File: config.mk
export PLATFORM = sky130hd
export DESIGN_NAME = ped_crossing_unit
export DESIGN_NICKNAME = d
export VERILOG_FILES = /design/src/rtl/ped_crossing_unit.sv
export SDC_FILE = /design/constraint.sdc
export NUM_CORES = 1
export LEC_CHECK = 0
export ABC_AREA = 1
export CORE_MARGIN = 8
export CORE_UTILIZATION = 60
export CTS_CLUSTER_DIAMETER = 100
export DETAILED_ROUTE_END_ITERATION = 16
export PLACE_DENSITY_LB_ADDON = 0.12
export SYNTH_ARGS = -nofsm -noshare
export SYNTH_HDL_FRONTEND = slang
export SYNTH_SLANG_ARGS = --single-unit
File: constraint.sdc
create_clock -name clk -period 4.8 [get_ports clk]
set_clock_uncertainty 0.2 [all_clocks]
set_input_delay 0.96 -clock clk [delete_from_list [all_inputs] [get_ports clk]]
set_output_delay 0.96 -clock clk [all_outputs]
set_load 0.005 [all_outputs]
File: src/rtl/ped_crossing_unit.sv
// Pedestrian-side companion to the intersection controller: debounces the crossing
// buttons, holds requests until granted, and sequences WALK / flashing DON'T-WALK.
module ped_crossing_unit #(
    parameter int unsigned DEBOUNCE_CYCLES = 4,
    parameter int unsigned WALK_CYCLES     = 6,
    parameter int unsigned FLASH_CYCLES    = 4,
    parameter int unsigned CNT_W           = 4
) (
    input  logic       clk,
    input  logic       rst,
    input  logic       btn_ns,
    input  logic       btn_ew,
    input  logic [2:0] signal_ns,
    input  logic [2:0] signal_ew,
    input  logic       grant_ns,
    input  logic       grant_ew,
    output logic       req_ns,
    output logic       req_ew,
    output logic       walk_ns,
    output logic       walk_ew,
    output logic       dont_walk_ns,
    output logic       dont_walk_ew,
    output logic       fault
);

    localparam logic [1:0] ST_IDLE  = 2'd0;
    localparam logic [1:0] ST_REQ   = 2'd1;
    localparam logic [1:0] ST_WALK  = 2'd2;
    localparam logic [1:0] ST_CLEAR = 2'd3;

    localparam logic [2:0] LAMP_RED   = 3'b100;
    localparam logic [2:0] LAMP_YEL   = 3'b010;
    localparam logic [2:0] LAMP_GREEN = 3'b001;

    localparam logic [CNT_W-1:0] DB_LAST    = CNT_W'(DEBOUNCE_CYCLES - 1);
    localparam logic [CNT_W-1:0] WALK_LAST  = CNT_W'(WALK_CYCLES - 1);
    localparam logic [CNT_W-1:0] FLASH_LAST = CNT_W'(FLASH_CYCLES - 1);

    function automatic logic lamp_bad(input logic [2:0] s);
        return !((s == LAMP_RED) || (s == LAMP_YEL) || (s == LAMP_GREEN));
    endfunction

    logic       fault_q;
    logic       fault_d;
    logic       fault_cond;
    logic [1:0] btn_v;
    logic [1:0] grant_v;
    logic [1:0] safe_v;
    logic [1:0] req_v;
    logic [1:0] walk_v;
    logic [1:0] dw_v;

    // Index 0 is NS, index 1 is EW; each crosses only while cross traffic is red.
    assign btn_v   = {btn_ew, btn_ns};
    assign grant_v = {grant_ew, grant_ns};
    assign safe_v  = {(signal_ns == LAMP_RED), (signal_ew == LAMP_RED)};

    always_comb begin
        fault_cond = lamp_bad(signal_ns) || lamp_bad(signal_ew) ||
                     ((signal_ns == LAMP_GREEN) && (signal_ew == LAMP_GREEN));
        fault_d    = fault_q || fault_cond;
    end

    always_ff @(posedge clk) begin
        if (rst) begin
            fault_q <= 1'b0;
        end else begin
            fault_q <= fault_d;
        end
    end

    assign fault = fault_q;

    for (genvar i = 0; i < 2; i++) begin : g_dir
        logic             sync1_q;
        logic             sync2_q;
        logic             db_q;
        logic             db_d;
        logic [CNT_W-1:0] db_cnt_q;
        logic [CNT_W-1:0] db_cnt_d;
        logic             press;
        logic [1:0]       state_q;
        logic [1:0]       state_d;
        logic [CNT_W-1:0] ph_cnt_q;
        logic [CNT_W-1:0] ph_cnt_d;
        logic             pend_q;
        logic             pend_d;
        logic             req_q;
        logic             req_d;
        logic             walk_q;
        logic             walk_d;
        logic             dw_q;
        logic             dw_d;

        // Level flips after DEBOUNCE_CYCLES consecutive disagreeing samples.
        always_comb begin
            db_d     = db_q;
            db_cnt_d = '0;
            press    = 1'b0;
            if (sync2_q != db_q) begin
                if (db_cnt_q == DB_LAST) begin
                    db_d  = ~db_q;
                    press = ~db_q;
                end else begin
                    db_cnt_d = db_cnt_q + CNT_W'(1);
                end
            end
        end

        // A fault parks the crossing dark-safe but still latches new requests.
        always_comb begin
            state_d  = state_q;
            ph_cnt_d = ph_cnt_q;
            pend_d   = pend_q;
            req_d    = req_q;
            walk_d   = walk_q;
            dw_d     = dw_q;
            if (fault_d) begin
                state_d  = ST_IDLE;
                ph_cnt_d = '0;
                pend_d   = 1'b0;
                walk_d   = 1'b0;
                dw_d     = 1'b1;
                req_d    = req_q || press;
            end else begin
                case (state_q)
                    ST_IDLE: begin
                        walk_d = 1'b0;
                        dw_d   = 1'b1;
                        if (press) begin
                            state_d = ST_REQ;
                            req_d   = 1'b1;
                        end
                    end
                    ST_REQ: begin
                        req_d = 1'b1;
                        dw_d  = 1'b1;
                        if (grant_v[i] && safe_v[i]) begin
                            state_d  = ST_WALK;
                            req_d    = 1'b0;
                            walk_d   = 1'b1;
                            dw_d     = 1'b0;
                            ph_cnt_d = '0;
                        end
                    end
                    ST_WALK: begin
                        pend_d = pend_q || press;
                        if (!grant_v[i] || !safe_v[i] || (ph_cnt_q == WALK_LAST)) begin
                            state_d  = ST_CLEAR;
                            walk_d   = 1'b0;
                            dw_d     = 1'b1;
                            ph_cnt_d = '0;
                        end else begin
                            ph_cnt_d = ph_cnt_q + CNT_W'(1);
                        end
                    end
                    ST_CLEAR: begin
                        if (ph_cnt_q == FLASH_LAST) begin
                            dw_d     = 1'b1;
                            ph_cnt_d = '0;
                            pend_d   = 1'b0;
                            if (pend_q || press) begin
                                state_d = ST_REQ;
                                req_d   = 1'b1;
                            end else begin
                                state_d = ST_IDLE;
                            end
                        end else begin
                            ph_cnt_d = ph_cnt_q + CNT_W'(1);
                            dw_d     = ~dw_q;
                            pend_d   = pend_q || press;
                        end
                    end
                    default: begin
                        state_d  = ST_IDLE;
                        ph_cnt_d = '0;
                        walk_d   = 1'b0;
                        dw_d     = 1'b1;
                    end
                endcase
            end
        end

        always_ff @(posedge clk) begin
            if (rst) begin
                sync1_q  <= 1'b0;
                sync2_q  <= 1'b0;
                db_q     <= 1'b0;
                db_cnt_q <= '0;
                state_q  <= ST_IDLE;
                ph_cnt_q <= '0;
                pend_q   <= 1'b0;
                req_q    <= 1'b0;
                walk_q   <= 1'b0;
                dw_q     <= 1'b1;
            end else begin
                sync1_q  <= btn_v[i];
                sync2_q  <= sync1_q;
                db_q     <= db_d;
                db_cnt_q <= db_cnt_d;
                state_q  <= state_d;
                ph_cnt_q <= ph_cnt_d;
                pend_q   <= pend_d;
                req_q    <= req_d;
                walk_q   <= walk_d;
                dw_q     <= dw_d;
            end
        end

        assign req_v[i]  = req_q;
        assign walk_v[i] = walk_q;
        assign dw_v[i]   = dw_q;
    end

    assign req_ns       = req_v[0];
    assign req_ew       = req_v[1];
    assign walk_ns      = walk_v[0];
    assign walk_ew      = walk_v[1];
    assign dont_walk_ns = dw_v[0];
    assign dont_walk_ew = dw_v[1];

endmodule

==> results of run 1 <==
==> state kept, by name, indices dropped and copies added (netlist names) <==
signal	count
walk_ew	1
dont_walk_ew	1
g_dir.pend_q	2
g_dir.ph_cnt_q	8
g_dir.db_cnt_q	8
walk_ns	1
g_dir.sync1_q	2
g_dir.sync2_q	2
g_dir.state_q	4
dont_walk_ns	1
fault	1
g_dir.db_q	2
req_ns	1
req_ew	1
==> worst min path at each step <==
stage / endpoint / slack (ns) / cells after the start
floorplan: g_dir[0].sync2_q / 0.19 / 2
global placement: g_dir[0].sync2_q / 0.19 / 2
detailed placement: g_dir[1].sync2_q / 0.20 / 2
CTS: g_dir[1].sync2_q / 0.21 / 2
global route: g_dir[1].sync2_q / 0.23 / 2
finish: g_dir[1].sync2_q / 0.20 / 2
==> cells in the mapped netlist <==
master / instances / area, um^2
o21ai_0: 8 / 40.0
dfxtp_1: 35 / 701
a22oi_1: 1 / 7.51
o21ai_1: 6 / 30.0
nor2_4: 4 / 45.0
inv_2: 7 / 26.3
nor2_8: 1 / 20.0
o21bai_1: 1 / 7.51
o31ai_1: 1 / 7.51
a31oi_1: 2 / 12.5
nand2_2: 2 / 12.5
and2_1: 1 / 6.26
nand3_4: 1 / 17.5
o211a_1: 1 / 10.0
ha_1: 14 / 175
o22ai_1: 1 / 6.26
or2_0: 1 / 6.26
o211ai_1: 1 / 7.51
nand3_2: 2 / 20.0
clkinv_1: 5 / 18.8
nor2_2: 4 / 25.0
buf_2: 1 / 5.00
or2_2: 2 / 12.5
nor3_1: 3 / 15.0
nand3_1: 27 / 135
nand4_1: 4 / 25.0
and3_1: 1 / 6.26
o21ai_2: 1 / 8.76
nand2_1: 50 / 188
a21oi_1: 7 / 35.0
nand3b_2: 1 / 11.3
nor2_1: 37 / 139
nand2_4: 3 / 33.8
xor2_1: 5 / 43.8
inv_1: 38 / 143
a21oi_2: 7 / 61.3
==> power by group <==
part	internal [mW]	switching (mW)	total (mW)	leakage, nW
Combinational	0.0219	0.0261	0.0480	0.687
Clock	0.0856	0.102	0.187	0.0375
Sequential	0.295	0.00259	0.297	0.284
==> routing by layer <==
| metal | wire [um] | GRT usage, % | vias up |
|---|---|---|---|
| met4 | 65 | 6.30 | 0 |
| li1 | - | - | 960 |
| met5 | 0 | 0 | - |
| met3 | 187 | 5.19 | 6 |
| met2 | 1840 | 26.4 | 25 |
| met1 | 1800 | 17.2 | 805 |
==> layout make-up <==
class | instances | area [um^2]
multi-input cells | 200 | 1170
well taps | 46 | 57.6
fillers | 283 | 941
clock inverters | 1 | 7.51
clock buffers | 7 | 65.1
flip-flops and latches | 35 | 701
repair buffers | 18 | 180
inverters | 50 | 188
==> cell families after synthesis <==
kind of cell	Yosys count
xor+xnor	5
buf+inv	51
flops	35
fa+ha+maj	14
simple gates	144
compound gates	37
==> results.md, run 1 <==
Run status:
- The flow ran to the end, and the final reports show no timing, DRC or antenna violations.

Layout:
- The post-route cell area is 0.00237 mm^2.
- The count of cells in the finished layout, fillers not included, comes to 357.
- Leaving out fill and tap cells, the most frequent cell in the layout is nand2_1.
- From synthesis to final layout, the design area changed by 14.8%.
- The fraction of the core area covered by cells at the end of the flow is 71.6%.
- The count of nets after finishing is 336.
- The antenna diode instance count is 0.
- The top cell types in the final layout, fill and taps aside, are nand2_1, inv_1, nor2_1, dfxtp_1, nand3_1.
- The share of layout cells above drive strength 1 is 13.8%.

Worst setup path:
- The critical path goes through clkdlybuf4s50_1.
- The buffering stage count on the worst path with inverters included is 1.
- Following the worst setup path forward leads to its endpoint at fault.
- Setup slack on the worst reg-to-reg path comes out at roughly 3.0 ns.
- The arrival time of the worst setup path is ~1.3 ns.
- The worst reg2reg path startpoint is g_dir[1].state_q[0].
- The launching instance or port of the critical path is fault.
- Among cell families on the critical path, the largest total delay comes from buffers and inverters.
- STA classifies the critical path endpoint as an output pin.
- The element type at the critical path start is a register.
- The delay of the slowest cell on the worst path is around 0.53 ns.
- Counting cells, the worst reg-to-reg path comes to 10.
- In this run the critical register-to-register path is captured at req_ew.
- The start-to-end type of the worst setup path is register to output pin.
- The cell with the largest stage delay on the worst path is clkdlybuf4s50_1.
- Along the worst path, the maximum fanout reaches 2.
- For the worst setup path, the data required time is 3.64 ns.
- In this run the number of cells on the critical path is 1.

Yosys:
- The fraction of synthesized area in multiplexers is 0%.
- The flip-flop and latch count after synthesis is 35.
- The fraction of the mapped netlist area in adder cells is 8.48%.
- The average instance in the mapped netlist occupies 7.22 um^2.
- The post-synthesis sequential area ratio is between 30% and 40%.
- The combinational family with the most area after synthesis is simple AND/OR/NAND/NOR gates.
- In this run the cell area of the synthesized design comes to 0.00206 mm^2.
- The number of instances in the synthesized netlist is between 200 and 300.
- Summing the areas of all and, or, nand and nor instances in the mapped netlist gives roughly a third of the synthesized area.
- When the netlist entered floorplanning its net count stood at 312.
- The number of distinct library cell variants in the gate-level netlist after synthesis is 36.
- Of the total synthesized cell area, the portion taken by XOR and XNOR cells is 2.12%.
- The compound-gate portion of the synthesized area is 11.3%.
- The total number of yosys warnings is 0.

Routing:
- The number of remaining DRC errors is 0.
- The total wire length is 3.90 mm.
- The via count normalized by instance count is ~5.0.
- For this block, the initial DRC count from the detailed router was slightly below 90.
- After detailed routing, the average wire length per cell comes to 10.9 um.
- Once detail routing completed, the nets flagged for antenna violations numbered 0.
- Detailed routing inserted a total of about 1800 vias.
- The number of detailed-routing iterations run before antenna repair is 4.

Die:
- The core region is 0.00331 mm^2.
- The die area is around 0.0056 mm^2.
- The horizontal die dimension is about 75 um.
- After floorplanning, the core was divided into 21 placement rows.
- In this run the count of I/O pins placed on the die edge is 19.
- The vertical extent of the die is 74.7 um.
- The initial utilization of the core area, before any placement, comes to 62.4%.

Global route:
- The via count of the first global-routing pass is 1664.
- Entering global routing, the biggest net connects 12 pins.
- Global routing used 15.5% of the available tracks.
- For this run the aggregate overflow at the end of global routing stands at 0.
- The first global-routing pass estimated 6.78 mm of wire.
- The initial antenna violation count is 0.

Placed design:
- Before CTS, the worst setup slack after placement is roughly 2.1 ns.
- The quantity of I/O buffers inserted on ports is 18.
- The detailed placement HPWL is 3.08 mm.
- The number of placed instances, taps included, is about 350.
- In this run the cell area measured after placement is 0.00230 mm^2.
- The congestion estimate from routability-driven global placement came to 0.902.

STA:
- The final-report setup violation count is 0.
- Derived from the worst setup path, the maximum achievable clock frequency is 414 MHz.
- After layout, the worst setup slack is 2.38 ns.
- The worst slew slack as a fraction of its limit is 72.6%.
- Counting I/O delays and the setup requirement, the final critical path takes 2.42 ns.
- The slew at the pin closest to its max-slew limit is 0.410 ns.
- Final hold analysis gives a worst-case slack of a little over 0.2 ns.
- Setup repair after global routing left no endpoint under its margin.
- The number of max-slew violations in the final report is 0.
- Summed over all failing endpoints, the final setup total negative slack is 0 ns.
- After layout, the worst path uses 50.4% of the clock period.
- The total count of hold-check failures in the final report is 0.

Clock network:
- The clock tree root driver cell is clkbuf_4.
- Clock tree synthesis found a total of 35 sinks.
- Once the clock tree was built, the setup fixing pass inserted 0 buffers.
- The number of hold buffers added after CTS was 0.
- The number of buffers between clock root and the deepest sink is 2.
- In this run the number of H-tree levels came out at 2.
- TritonCTS built the clock tree.
- After clock tree synthesis, the clock-pin slew on the worst setup and hold paths is approximately 0.11 ns.
- In this run, post-CTS repair resized a total of 0 instances.
- The number of clock buffers added by TritonCTS is 5.
- The clock latency on the worst-skew pair is 0.34 ns.

Pwr:
- The analysis attributes to cell leakage a power of 1.01 nW.
- The worst-case IR drop observed on VDD is 0.000158 V.
- After layout, the design draws a total of 0.532 mW.
- For this design the ratio of total power to cell area is 225 mW/mm^2.

Flow run:
- The reported max-cap violation count is 0.

Worst hold path:
- The source of the worst hold timing path is g_dir[1].sync1_q.
- The type of the tightest min-delay check is register to register.
(Power assumes the default switching activity.)
==> inputs of run 2 (changes only) <==
Settings changed: CORE_UTILIZATION 60 to 57.
Clock period 4.8 ns to 2.4 ns, I/O delays scaled along.
==> results.md, run 2 (synthesized netlist as in run 1, its figures left out) <==
Layout:
- The most common cell after layout, fill and taps aside is nand2_1.
- 0 antenna diodes ended up in the layout.
- The relative area change from synthesis to final layout is 15.9%.
- The top cell types in the final layout, fill and taps aside, are nand2_1, inv_1, nor2_1, dfxtp_1, nand3_1.
- In the final layout, the registers with the most flip-flops are g_dir.db_cnt_q: 8 flops, g_dir.ph_cnt_q: 8 flops, g_dir.state_q: 4 flops.
- The count of nets after finishing is 337.
- Cells with a size suffix above 1 make up 14.1% of the layout.

Die:
- The vertical extent of the die is 76.2 um.
- From left edge to right edge, the die measures 76.2 um.
- The floorplan has 22 rows.
- The core region is 0.00358 mm^2.
- The initial cell density of the core is 57.7%.
- The die area is 0.00580 mm^2.
- In this run the count of I/O pins placed on the die edge is 19.

Pwr:
- The worst-case IR drop observed on VDD is about 0.00042 V.
- Power spread over the standard cell area amounts to 476 mW/mm^2.
- Of the total power, combinational logic draws 8.5%.
- The net load switching power is 0.260 mW.
- Registers are responsible for 52.1% of the overall power.
- The clock network accounts for ~40% of the total power.
- In this run switching power makes up between 20% and 30% of total power.
- For this design the static power due to leakage is 1.02 nW.
- The overall power after layout is 1.14 mW.
- The internal power is 0.880 mW.

Global route:
- For this run the aggregate overflow at the end of global routing stands at 0.
- The via count of the first global-routing pass is around 1700.
- The global-route wire length before repair is 7.19 mm.
- For this run, the total global-route usage over all layers was measured as 14.5%.
- Entering global routing, the biggest net connects 12 pins.
- The initial antenna violation count is 0.

Worst hold path:
- The source of the worst hold timing path is g_dir[0].sync1_q.
- In this run the worst hold path is classified as register to register.

STA:
- The slew at the pin closest to its max-slew limit is about 0.32 ns.
- The worst slew slack as a fraction of its limit is between 70% and 80%.
- The number of max-slew violations in the final report is 0.
- The worst path uses 81.3% of the clock period.
- Setup violations remaining at the end of the flow were counted as 0.
- The total count of hold-check failures in the final report is 0.
- Timing would allow up to between 500 and 600 MHz.
- Setup repair after global routing left no endpoint under its margin.
- The final period demand of the worst path is around 2 ns.
- The final-layout setup total negative slack is 0 ns.

Clock network:
- TritonCTS built the clock tree.
- CTS built an H-tree with a depth of 2.
- The number of hold buffers added after CTS was 0.
- In this run the deepest clock path goes through 2 buffers.
- The number of buffers created by CTS is 5.
- The later pin in the worst-skew pair is clocked with a latency of 0.34 ns.
- The clock tree root driver cell is clkbuf_4.
- Clock tree synthesis found a total of 35 sinks.
- Once the clock tree was built, the setup fixing pass inserted 0 buffers.
- Clock-pin slew was measured on the worst setup and hold paths at 0.11 ns.
- The number of gates resized after CTS was 0.

Worst setup path:
- The endpoint type of the worst setup path is an output pin.
- The largest driver fanout on the critical path is 2.
- The setup path with the least slack is of type register to output pin.
- Together, buffers and inverters on the worst path number 1.
- Tracing the worst setup path back leads to its startpoint at fault.
- At the worst endpoint, the arrival time is between 1 and 1.5 ns.
- The element type at the critical path start is a register.
- The cell with the largest stage delay on the worst path is clkdlybuf4s50_1.
- The delay of the slowest cell on the worst path is 0.52 ns.
- Walking the worst path, the cells encountered are clkdlybuf4s50_1.
- Broken down by cell family, the worst path's largest delay share belongs to buffers and inverters.
- In this run the critical register-to-register path is launched from g_dir[0].state_q[0].
- STA puts the critical path data required time at 1.72 ns.

Routing:
- Before antenna repair, the detailed router went through 4 iterations.
- The via count normalized by instance count is between 4 and 5.
- For this block, the routed nets add up to 3.97 mm of wire.
- After detailed routing, the average wire length per cell comes to 11.0 um.
- For this block, the via count after detailed routing is 1773.
- The number of remaining DRC errors is 0.
- For this block, the initial DRC count from the detailed router was 88.
- The detail route stage leaves a number of antenna-violating nets equal to 0.

Placed design:
- Once detailed placement completed, the half-perimeter wirelength came to approximately 3.1 mm.
- At the end of routability-driven placement, the weighted congestion stood at around 0.81.
- During placement, the flow inserted port buffers numbering 18.

Flow run:
- Max-cap violations in this run came to 0.

Run status:
- The flow ran to the end, and the final reports show no timing, DRC or antenna violations.
==> run 2: changes by cell type in the layout (fill, tap and decap cells not counted) <==
cell | before | now
buf_4 | 0 | 1
bufinv_16 | 0 | 1
clkbuf_8 | 2 | 1
clkinv_2 | 0 | 1
clkinvlp_4 | 1 | 0
==> run 2: power groups by stage <==
stage               clock (mW)  sequential, mW  combinational (mW)
floorplan                    0           0.608              0.0562
global placement             0           0.608              0.0963
detailed placement           0           0.608              0.0975
CTS                      0.455           0.595              0.0980
global route             0.488           0.596               0.110
finish                   0.449           0.595              0.0972
==> run 2: area by class of cell <==
type / count / area, um^2
fillers: 322 / 1180
multi-input cells: 200 / 1170
flip-flops and latches: 35 / 701
repair buffers: 19 / 188
inverters: 50 / 188
well taps: 48 / 60.1
clock buffers: 6 / 51.3
clock inverters: 2 / 35.0
==> run 2: final timing paths <==
kind	cells after the start	slack [ns]	to
worst max-delay path	1	0.45	fault
worst min-delay path	2	0.21	g_dir[0].sync2_q
worst max register to register	10	0.61	req_ns
worst min register to register	2	0.21	g_dir[0].sync2_q
==> run 2: stage by stage <==
step | utilization (%) | hold slack (ns) | instance area (um^2) | setup WS [ns] | instances
global placement | 64.5 | 0.190 | 2310 | 0.250 | 352
finish | 66.9 | 0.213 | 2390 | 0.449 | 360
global route | 66.9 | 0.223 | 2390 | 0.399 | 360
CTS | 66.9 | 0.212 | 2390 | 0.427 | 360
detailed placement | 64.5 | 0.196 | 2310 | 0.250 | 352
floorplan | - | 0.188 | 2060 | 0.816 | 286
==> run 2: layer usage <==
metal  global-route usage (%)  share of wire, %
met2                     23.1                45
met3                     4.95               4.6
met1                     18.0                49
met4                     4.23               1.1
met5                        0                 0
==> inputs of run 3 (changes only) <==
Settings changed: CORE_UTILIZATION 57 to 51.
Clock period 2.4 ns to 1.7 ns, I/O delays scaled along.
==> results.md, run 3 (synthesized netlist as in run 1, its figures left out) <==
Run status:
- The run finished with clean final reports.

Routing:
- The number of DRC markers in iteration 0 is 89.
- In the routed layout, each cell is associated on average with a via count of 4.90.
- The total wire length is ~4.4 mm.
- The wire length per cell after detailed routing is 11.5 um.
- For this block, the via count after detailed routing is 1890.
- For this run, design rule violations remaining after detail routing come to 0.
- The number of detailed-routing iterations run before antenna repair is 4.
- In this run the remaining antenna-violating nets after routing total 0.

Worst setup path:
- Setup slack on the worst reg-to-reg path comes out at 0.11 ns.
- The worst register-to-register path ends at g_dir[1].ph_cnt_q[1].
- The cell with the largest stage delay on the worst path is clkdlybuf4s50_1.
- The endpoint required time on the critical path is 1.16 ns.
- By startpoint and endpoint, the worst setup path is classified as register to output pin.
- Along the worst path, the maximum fanout reaches 2.
- The cell class contributing the biggest share of worst-path delay is buffers and inverters.
- The element type at the critical path start is a register.
- The worst reg2reg path startpoint is g_dir[1].state_q[0].
- The endpoint type of the worst setup path is an output pin.
- Measured in cells, the most critical reg-to-reg path has a length of 7.
- The largest single stage delay on the critical path is 0.49 ns.
- Traced cell by cell, the critical path runs through clkdlybuf4s50_1.
- The buffering stage count on the worst path with inverters included is 1.
- The arrival time of the worst setup path is 1.11 ns.
- The most critical setup path has its startpoint at walk_ew.

Placed design:
- The congestion estimate from routability-driven global placement came to 0.852.
- The quantity of I/O buffers inserted on ports is 18.
- Once placement finished, the instance area stood at about 0.0025 mm^2.
- Detailed placement ended at an HPWL of 3.17 mm.

Die:
- The die is 79.6 um wide.
- The area of the core is 0.00394 mm^2.
- The initial cell density of the core is between 50% and 60%.
- The boundary pin count is 19.
- Row generation in the floorplan step produced 23 rows.
- The die covers 0.00634 mm^2.
- Measured along the y axis, the die boundary spans about 80 um.

Global route:
- Entering global routing, the biggest net connects 13 pins.
- The overall global routing resource usage is 14.6%.
- The global-route wire length before repair is roughly 7.5 mm.
- The remaining global-route overflow is 0.
- The initial antenna violation count was 0.
- The via count of the first global-routing pass is 1765.

STA:
- The total count of hold-check failures in the final report came to 0.
- The routed design could run at a clock period as short as approximately 1.6 ns.
- Setup violations remaining at the end of the flow were counted as 0.
- The share of the clock period used by the worst path is a little under 100%.
- The worst pin sits at a relative slew slack of 83.1%.
- Setup repair after global routing could not meet its margin everywhere.
- For the pin with the worst max-slew slack, the measured transition is 0.254 ns.
- Static timing analysis puts the maximum clock frequency at 606 MHz.
- The number of max-slew violations in the final report is 0.

Pwr:
- The total power density per cell area is 631 mW/mm^2.
- For this design the static power due to leakage is 1.26 nW.
- The worst IR drop on VDD is around 0.00061 V.
- The overall power after layout is 1.74 mW.

Layout:
- The antenna diode instance count is 0.
- Counting the fill cells in the layout gives 335.
- The share of layout cells above drive strength 1 is about 29%.
- In the final layout, the registers with the most flip-flops are g_dir.db_cnt_q: 8 flops, g_dir.ph_cnt_q: 8 flops, g_dir.state_q: 4 flops.
- The net count of the finished layout is 361.
- Compared with the post-synthesis result, the final layout area differs by 33.9%.
- The library cell used most frequently in the layout, excluding fill and tap cells, is nand2_1.
- In the layout the commonest cells are nand2_1, inv_1, nor2_1, dfxtp_1.
- Summing all non-filler instances in the final layout gives an area of 0.00276 mm^2.

Clock network:
- The number of buffers between clock root and the deepest sink is 2.
- Buffers inserted during clock tree synthesis total 5.
- The later pin in the worst-skew pair is clocked with a latency of just under 0.3 ns.
- The clock-pin slew reported for the worst setup and hold paths after clock tree synthesis is 0.08 ns.
- The H-tree was split into 2 levels.
- The TritonCTS clock tree is done.
- The clock tree root driver cell is clkbuf_8.
- The clock net in this run drives a total of 35 sinks.
- The count of hold-fix buffers inserted at cts is 0.

Worst hold path:
- The worst hold path terminates at g_dir[0].sync2_q.
- The type of the tightest min-delay check is register to register.
- The source of the worst hold timing path is g_dir[0].sync1_q.
- Along the worst hold path, the cell count comes to 2.

Flow run:
- The tool flagged a number of max-cap violations equal to 0.
[run 3: cell count changes in the layout (fill, tap and decap cells not counted), sizes merged]
cell,previous run,this run
buf,1,24
clkdlybuf4s50,18,6
dlymetal6s2s,0,11
clkbuf,6,5
clkinv,6,7
dlygate4sd2,0,1
nor2,46,47
[run 3: final cells by class]
| class | instances | area [um^2] | share of cell area, % |
|---|---|---|---|
| clock inverters | 3 | 43.8 | 1.58 |
| clock buffers | 5 | 68.8 | 2.49 |
| well taps | 50 | 62.6 | 2.26 |
| repair buffers | 42 | 387 | 14.0 |
| multi-input cells | 201 | 1300 | 46.9 |
| flip-flops and latches | 35 | 718 | 26.0 |
| inverters | 50 | 188 | 6.79 |
[run 3: routing by layer]
layer,up-vias,part of all wire [%],global-route usage (%)
li1,1007,-,-
met1,850,45,17.3
met2,26,49,23.6
met3,7,4.0,4.73
met4,0,2.0,5.74
met5,-,0,0
[run 3: worst max-delay path by stage]
stage	to	slack, ns	cells past startpoint
2_1_floorplan	req_ew	0.12	10
3_3_place_gp	g_dir[1].ph_cnt_q[3]	-0.28	8
3_5_place_dp	req_ew	-0.29	10
4_1_cts	req_ns	0.0006	1
5_1_grt	req_ew	-0.02	10
6_report	walk_ew	0.05	1
[run 3: metrics by stage]
| step | setup TNS (ns) | instances | worst slack (ns) | hold slack (ns) | utilization [%] |
|---|---|---|---|---|---|
| CTS | 0 | 383 | 0.000552 | 0.207 | 65.5 |
| detailed placement | -5.52 | 375 | -0.295 | 0.197 | 62.6 |
| global placement | -5.21 | 375 | -0.282 | 0.191 | 62.6 |
| finish | 0 | 386 | 0.0506 | 0.204 | 70.1 |
| global route | -0.0623 | 386 | -0.0216 | 0.231 | 70.1 |
| floorplan | 0 | 286 | 0.116 | 0.188 | - |
[run 3: worst register-to-register path, cell delays in order (launching register included)]
cell and delay (ns):
dfxtp_4 0.37, inv_1 0.09, ha_1 0.20, nor2_2 0.06, o21ai_2 0.20, inv_2 0.07
or2_0 0.21, a21oi_2 0.12
[run 3: timing repair]
action | 4_1_cts | 5_1_grt
gates cloned | 0 | 1
pin swaps | 0 | 7
endpoints found under the setup margin | 7 | 26
setup buffers | 0 | 2
gates resized for setup | 4 | 48
[run 3: power by group]
group	internal (mW)	switching (mW)	total [mW]
clock network	0.436	0.313	0.749
logic	0.0722	0.0864	0.159
registers	0.829	0.00706	0.836
total	1.34	0.406	1.74
==> edit 1 (flow settings as in run 2) <==
Register the inputs `btn_ns` and `btn_ew` before use. The logic sees them one clock later. The other inputs are not delayed to match.
--- a/src/rtl/ped_crossing_unit.sv
+++ b/src/rtl/ped_crossing_unit.sv
@@ -36,6 +36,14 @@
     localparam logic [CNT_W-1:0] WALK_LAST  = CNT_W'(WALK_CYCLES - 1);
     localparam logic [CNT_W-1:0] FLASH_LAST = CNT_W'(FLASH_CYCLES - 1);
 
+    logic btn_ns_q;
+    logic btn_ew_q;
+
+    always_ff @(posedge clk) begin
+        btn_ns_q <= btn_ns;
+        btn_ew_q <= btn_ew;
+    end
+
     function automatic logic lamp_bad(input logic [2:0] s);
         return !((s == LAMP_RED) || (s == LAMP_YEL) || (s == LAMP_GREEN));
     endfunction
@@ -51,7 +59,7 @@
     logic [1:0] dw_v;
 
     // Index 0 is NS, index 1 is EW; each crosses only while cross traffic is red.
-    assign btn_v   = {btn_ew, btn_ns};
+    assign btn_v   = {btn_ew_q, btn_ns_q};
     assign grant_v = {grant_ew, grant_ns};
     assign safe_v  = {(signal_ns == LAMP_RED), (signal_ew == LAMP_RED)};
 
Function: changed (Yosys sat finds a counterexample within 10 cycles, from zero or initial values and one cycle with rst high).
==> edit 1 against run 2 <==
Setup slack improved by 0.038 ns; synthesized cell count is 0.70% lower; power grew 3.6%; sequential cell count increased by 2; combinational power decreased by 6.4%; routed wire length shrank 4.0%; hold slack got worse by 0.0064 ns; cell area is 0.99% lower; critical path depth unchanged; non-clock buffer count is the same; area after synthesis fell by 0.91%; core utilization rose by 3.0 points; clock power rose by 3%; critical path type unchanged.
==> edit 1: results (changes against run 2) <==
Status - finished, final reports clean (unchanged)
Clk. pwr - 0.000461 W (was 0.000449 W)
Register Area - 740.7 um2 (was 700.7 um2)
Largest net degree at the start of global routing - 13 (was 12)
Global-route wire length before repair - 6.782 mm (was 7.189 mm)
Setup ws final - 0.4869 ns (was 0.4493 ns)
Switching power - 0.0002669 W (was 0.0002603 W)
Total Routing Usage GR - 13.66% (was 14.50%)
Hold worst-path end - g_dir[1].sync2_q$_SDFF_PP0_ (was g_dir[0].sync2_q$_SDFF_PP0_)
Via count - 1739 (was 1773)
Rel. slew slack - 81.41% (was 78.61%)
Worst-path fanout max - 3 (was 2)
Area contributors post-synth - dfxtp_1, nand2_1, ha_1 (unchanged)
Xor-xnor portion of the synthesized cell area - 2.997% (was 2.121%)
Multi-input gates - 199 (was 200)
Reg2Reg Depth - 6 (was 10)
Place WS - 0.2611 ns (was 0.2499 ns)
Worst Setup EP - dont_walk_ns (was fault)
Net Count, Synth - 311 (was 312)
Synth Register Bits - 37 (was 35)
Inverter count - 46 (was 50)
Area share of fa/ha/maj cells after synthesis - 9.174% (was 8.485%)
Compound-Gate Fraction of Synth Area - 10.28% (was 11.33%)
LEAKAGE - 1.012 nW (was 1.023 nW)
Peak supply drop - 0.4034 mV (was 0.4154 mV)
Seq pwr share - 53.3% (was 52.1%)
DRT iter0 DRCs - 127 (was 88)
Data buffer area share - 7.920% (was 7.841%)
Fillers - 272 (was 322)
Share of layout cells above drive strength 1 - 11.33% (was 14.10%)
Critical path arrival - 1.23 ns (was 1.27 ns)
GP Congestion - 0.9354 (was 0.8146)
Detail Placement HPWL - 3.016 mm (was 3.113 mm)
Post-synthesis sequential area ratio - 36.21% (was 33.94%)
Clk cell area share - 3.749% (was 3.607%)
Most frequent cells after synthesis - nand2_1, inv_1, nor2_1 (unchanged)
Layout Nets - 335 (was 337)
Worst r2r dst - g_dir[0].ph_cnt_q[1]$_SDFFE_PP0P_ (was req_ns$_SDFFE_PP0P_)
Multi-input combinational cell area - 0.001122 mm2 (was 0.001171 mm2)
## edit 1: cell count changes in the layout (fill, tap and decap cells not counted), sizes merged, moves of 3 or more
cell / delta
nand2: +11
clkinv: -6
o21ai: -4
nand3b: +3
nand3: -10
a21oi: +5
## edit 1: per-stage QoR
step	std cells	hold slack [ns]	utilization [%]	power (W)	cell area [um2]
after global routing	355	0.2281	69.92	0.001230	2370
final	355	0.2071	69.92	0.001182	2370
after global placement	347	0.1894	67.29	0.0007334	2281
after CTS	355	0.2100	69.92	0.001193	2370
after detailed placement	347	0.1941	67.29	0.0007354	2281
after floorplan	284	0.1883	-	0.0006937	2046
## edit 1: routing by layer
metal / vias up / routed length, um / global-route usage, %
met5: - / 0 / 0
met4: 0 / 40 / 4.902
met2: 32 / 1738 / 22.71
met1: 761 / 1839 / 15.67
li1: 940 / - / -
met3: 6 / 197 / 4.835
==> edit 2 (settings of run 2) <==
Made on the original files. Change the parameter `CNT_W` from 4 to 5.
--- a/src/rtl/ped_crossing_unit.sv
+++ b/src/rtl/ped_crossing_unit.sv
@@ -4,7 +4,7 @@
     parameter int unsigned DEBOUNCE_CYCLES = 4,
     parameter int unsigned WALK_CYCLES     = 6,
     parameter int unsigned FLASH_CYCLES    = 4,
-    parameter int unsigned CNT_W           = 4
+    parameter int unsigned CNT_W           = 5
 ) (
     input  logic       clk,
     input  logic       rst,
Behaviour: no difference found for any inputs over 10 cycles, from zero or initial values and one cycle with rst high; that may be too few to reach the edited logic, so the function may still have changed.
==> edit 2 against run 2 <==
Maximum frequency shrank 1.3%; non-clock buffer count grew 1; first-iteration DRC count shrank 1.1%; routed wire length grew 6.3%; area after synthesis grew 7.2%; power grew 21%; setup slack lost 0.025 ns; hold slack lost 0.0092 ns; cell area grew 8.4%; die area grew 5.6%; clock power grew 43%; critical path depth grew 8; sequential cell count grew 4; critical endpoint is now g_dir[0].ph_cnt_q[2]$_SDFFE_PP0P_; highest routed layer unchanged.
==> edit 2: results (changes against run 2) <==
Status - finished, final reports clean (unchanged)
Net Count, Synth - 340 (was 312)
Clk slew on worst S/H paths - 0.08 ns (was 0.11 ns)
Yosys warning total - 0 (unchanged)
I/O Buffers - 18 (unchanged)
Worst-path fanout max - 6 (was 2)
Peak supply drop - 0.5497 mV (was 0.4154 mV)
Post-synth ARST share - 0% (unchanged)
H-tree depth - 2 (unchanged)
Via count - 1955 (was 1773)
LEAKAGE - 1.109 nW (was 1.023 nW)
Post-cts resize count - 0 (unchanged)
Setup Buffers After CTS - 0 (unchanged)
Total Routing Usage GR - 14.29% (was 14.50%)
Share of layout cells above drive strength 1 - 8.504% (was 14.10%)
DP Area - 0.002462 mm2 (was 0.002307 mm2)
Clk buf depth - 2 (unchanged)
Clk_lat worst skew - 0.28 ns (was 0.34 ns)
Fillers - 336 (was 322)
CTS Root Cell - clkbuf_8 (was clkbuf_4)
Place WS - 0.1213 ns (was 0.2499 ns)
Routed WL - 4.225 mm (was 3.974 mm)
Rel. slew slack - 79.87% (was 78.61%)
Switching power - 0.0002732 W (was 0.0002603 W)
Most frequent cells after synthesis - nor2_1, nand2_1, inv_1 (was nand2_1, inv_1, nor2_1)
GP Congestion - 0.9007 (was 0.8146)
Largest regs - g_dir.db_cnt_q x10, g_dir.ph_cnt_q x10, g_dir.state_q x4 (was g_dir.db_cnt_q x8, g_dir.ph_cnt_q x8, g_dir.state_q x4)
Global-route wire length before repair - 7.431 mm (was 7.189 mm)
Area contributors post-synth - dfxtp_1, nor2_1, nand2_1 (was dfxtp_1, nand2_1, ha_1)
Crit-path leading delay family - simple AND/OR/NAND/NOR gates (was buffers and inverters)
Largest net degree at the start of global routing - 13 (was 12)
Antenna violations before repair - 0 (unchanged)
Yosys cell types - 32 (was 36)
Crit-path max cell delay - 0.47 ns (was 0.52 ns)
DR pass1 iterations - 4 (unchanged)
Critical path arrival - 1.96 ns (was 1.27 ns)
DRT iter0 DRCs - 87 (was 88)
Antenna diodes - 0 (unchanged)
Detail Placement HPWL - 3.349 mm (was 3.113 mm)
Layout Nets - 366 (was 337)
CTS Buf Count - 5 (unchanged)
Post-synthesis sequential area ratio - 35.29% (was 33.94%)
Worst min path class - reg2reg (unchanged)
Vias in the first global route - 1793 (was 1656)
Worst path slowest cell - clkdlybuf4s50_1 (unchanged)
edit 2: cell types whose count changed after synthesis, sizes merged, moves of 4 or more:
cell | before | now
inv | 45 | 53
xor2 | 5 | 9
o21ai | 15 | 7
dfxtp | 35 | 39
nand3 | 30 | 40
clkinv | 5 | 0
nor2 | 46 | 62
edit 2: metrics by stage:
stage                     cells  util (%)  hold WS [ns]
after floorplan             314         -        0.1883
after global placement      381     66.76        0.1977
after detailed placement    381     66.76        0.1989
after CTS                   389     70.35        0.2069
after global routing        389     70.35        0.2231
final                       389     70.35        0.2043
edit 2: worst paths after layout:
kind,cells after the start,startpoint,slack [ns],to
worst max-delay path,9,signal_ew[0],0.42,g_dir[0].ph_cnt_q[2]$_SDFFE_PP0P_
worst min-delay path,2,g_dir[0].sync1_q$_SDFF_PP0_,0.20,g_dir[0].sync2_q$_SDFF_PP0_
worst max register to register,9,g_dir[0].db_cnt_q[0]$_SDFF_PP0_,0.58,g_dir[0].state_q[0]$_SDFFE_PP0P_
worst min register to register,2,g_dir[0].sync1_q$_SDFF_PP0_,0.20,g_dir[0].sync2_q$_SDFF_PP0_
edit 2: tightest hold or removal path, cell delays in order, from the launching register on:
cell	delay, ns
dfxtp_1	0.30
inv_1	0.04
nor2_1	0.03
edit 2: power groups by stage:
stage               sequential (W)  clock (W)  combinational, W
finish                    0.000660   0.000640         0.0000828
CTS                       0.000660   0.000648         0.0000840
global placement          0.000676          0         0.0000821
floorplan                 0.000675          0         0.0000457
detailed placement        0.000675          0         0.0000838
global route              0.000661   0.000678         0.0000932
edit 2: cell type report:
cell class	instances	area share (%)
Multi-Input combinational cell	221	47.20
Timing Repair Buffer	20	7.522
Inverter	53	7.763
Clock inverter	2	2.314
Tap cell	48	2.314
Clock buffer	6	2.797
Sequential cell	39	30.09
edit 2: routing by layer:
metal	vias up	global-route usage [%]	wire, um
met3	2	3.986	169
met4	0	4.074	22
met1	873	16.26	1858
li1	1048	-	-
met5	-	0	0
met2	32	25.35	2174
edit 2: cell families (layout without fill, tap and decap cells):
| kind of cell | Yosys count | in the layout | synth area share, % |
|---|---|---|---|
| flops | 39 | 39 | 35.29 |
| simple gates | 170 | 170 | 35.24 |
| buf+inv | 54 | 81 | 9.332 |
| mux | 1 | 1 | 0.4525 |
| xor+xnor | 12 | 12 | 4.752 |
| compound gates | 24 | 24 | 7.014 |
| fa+ha+maj | 14 | 14 | 7.919 |
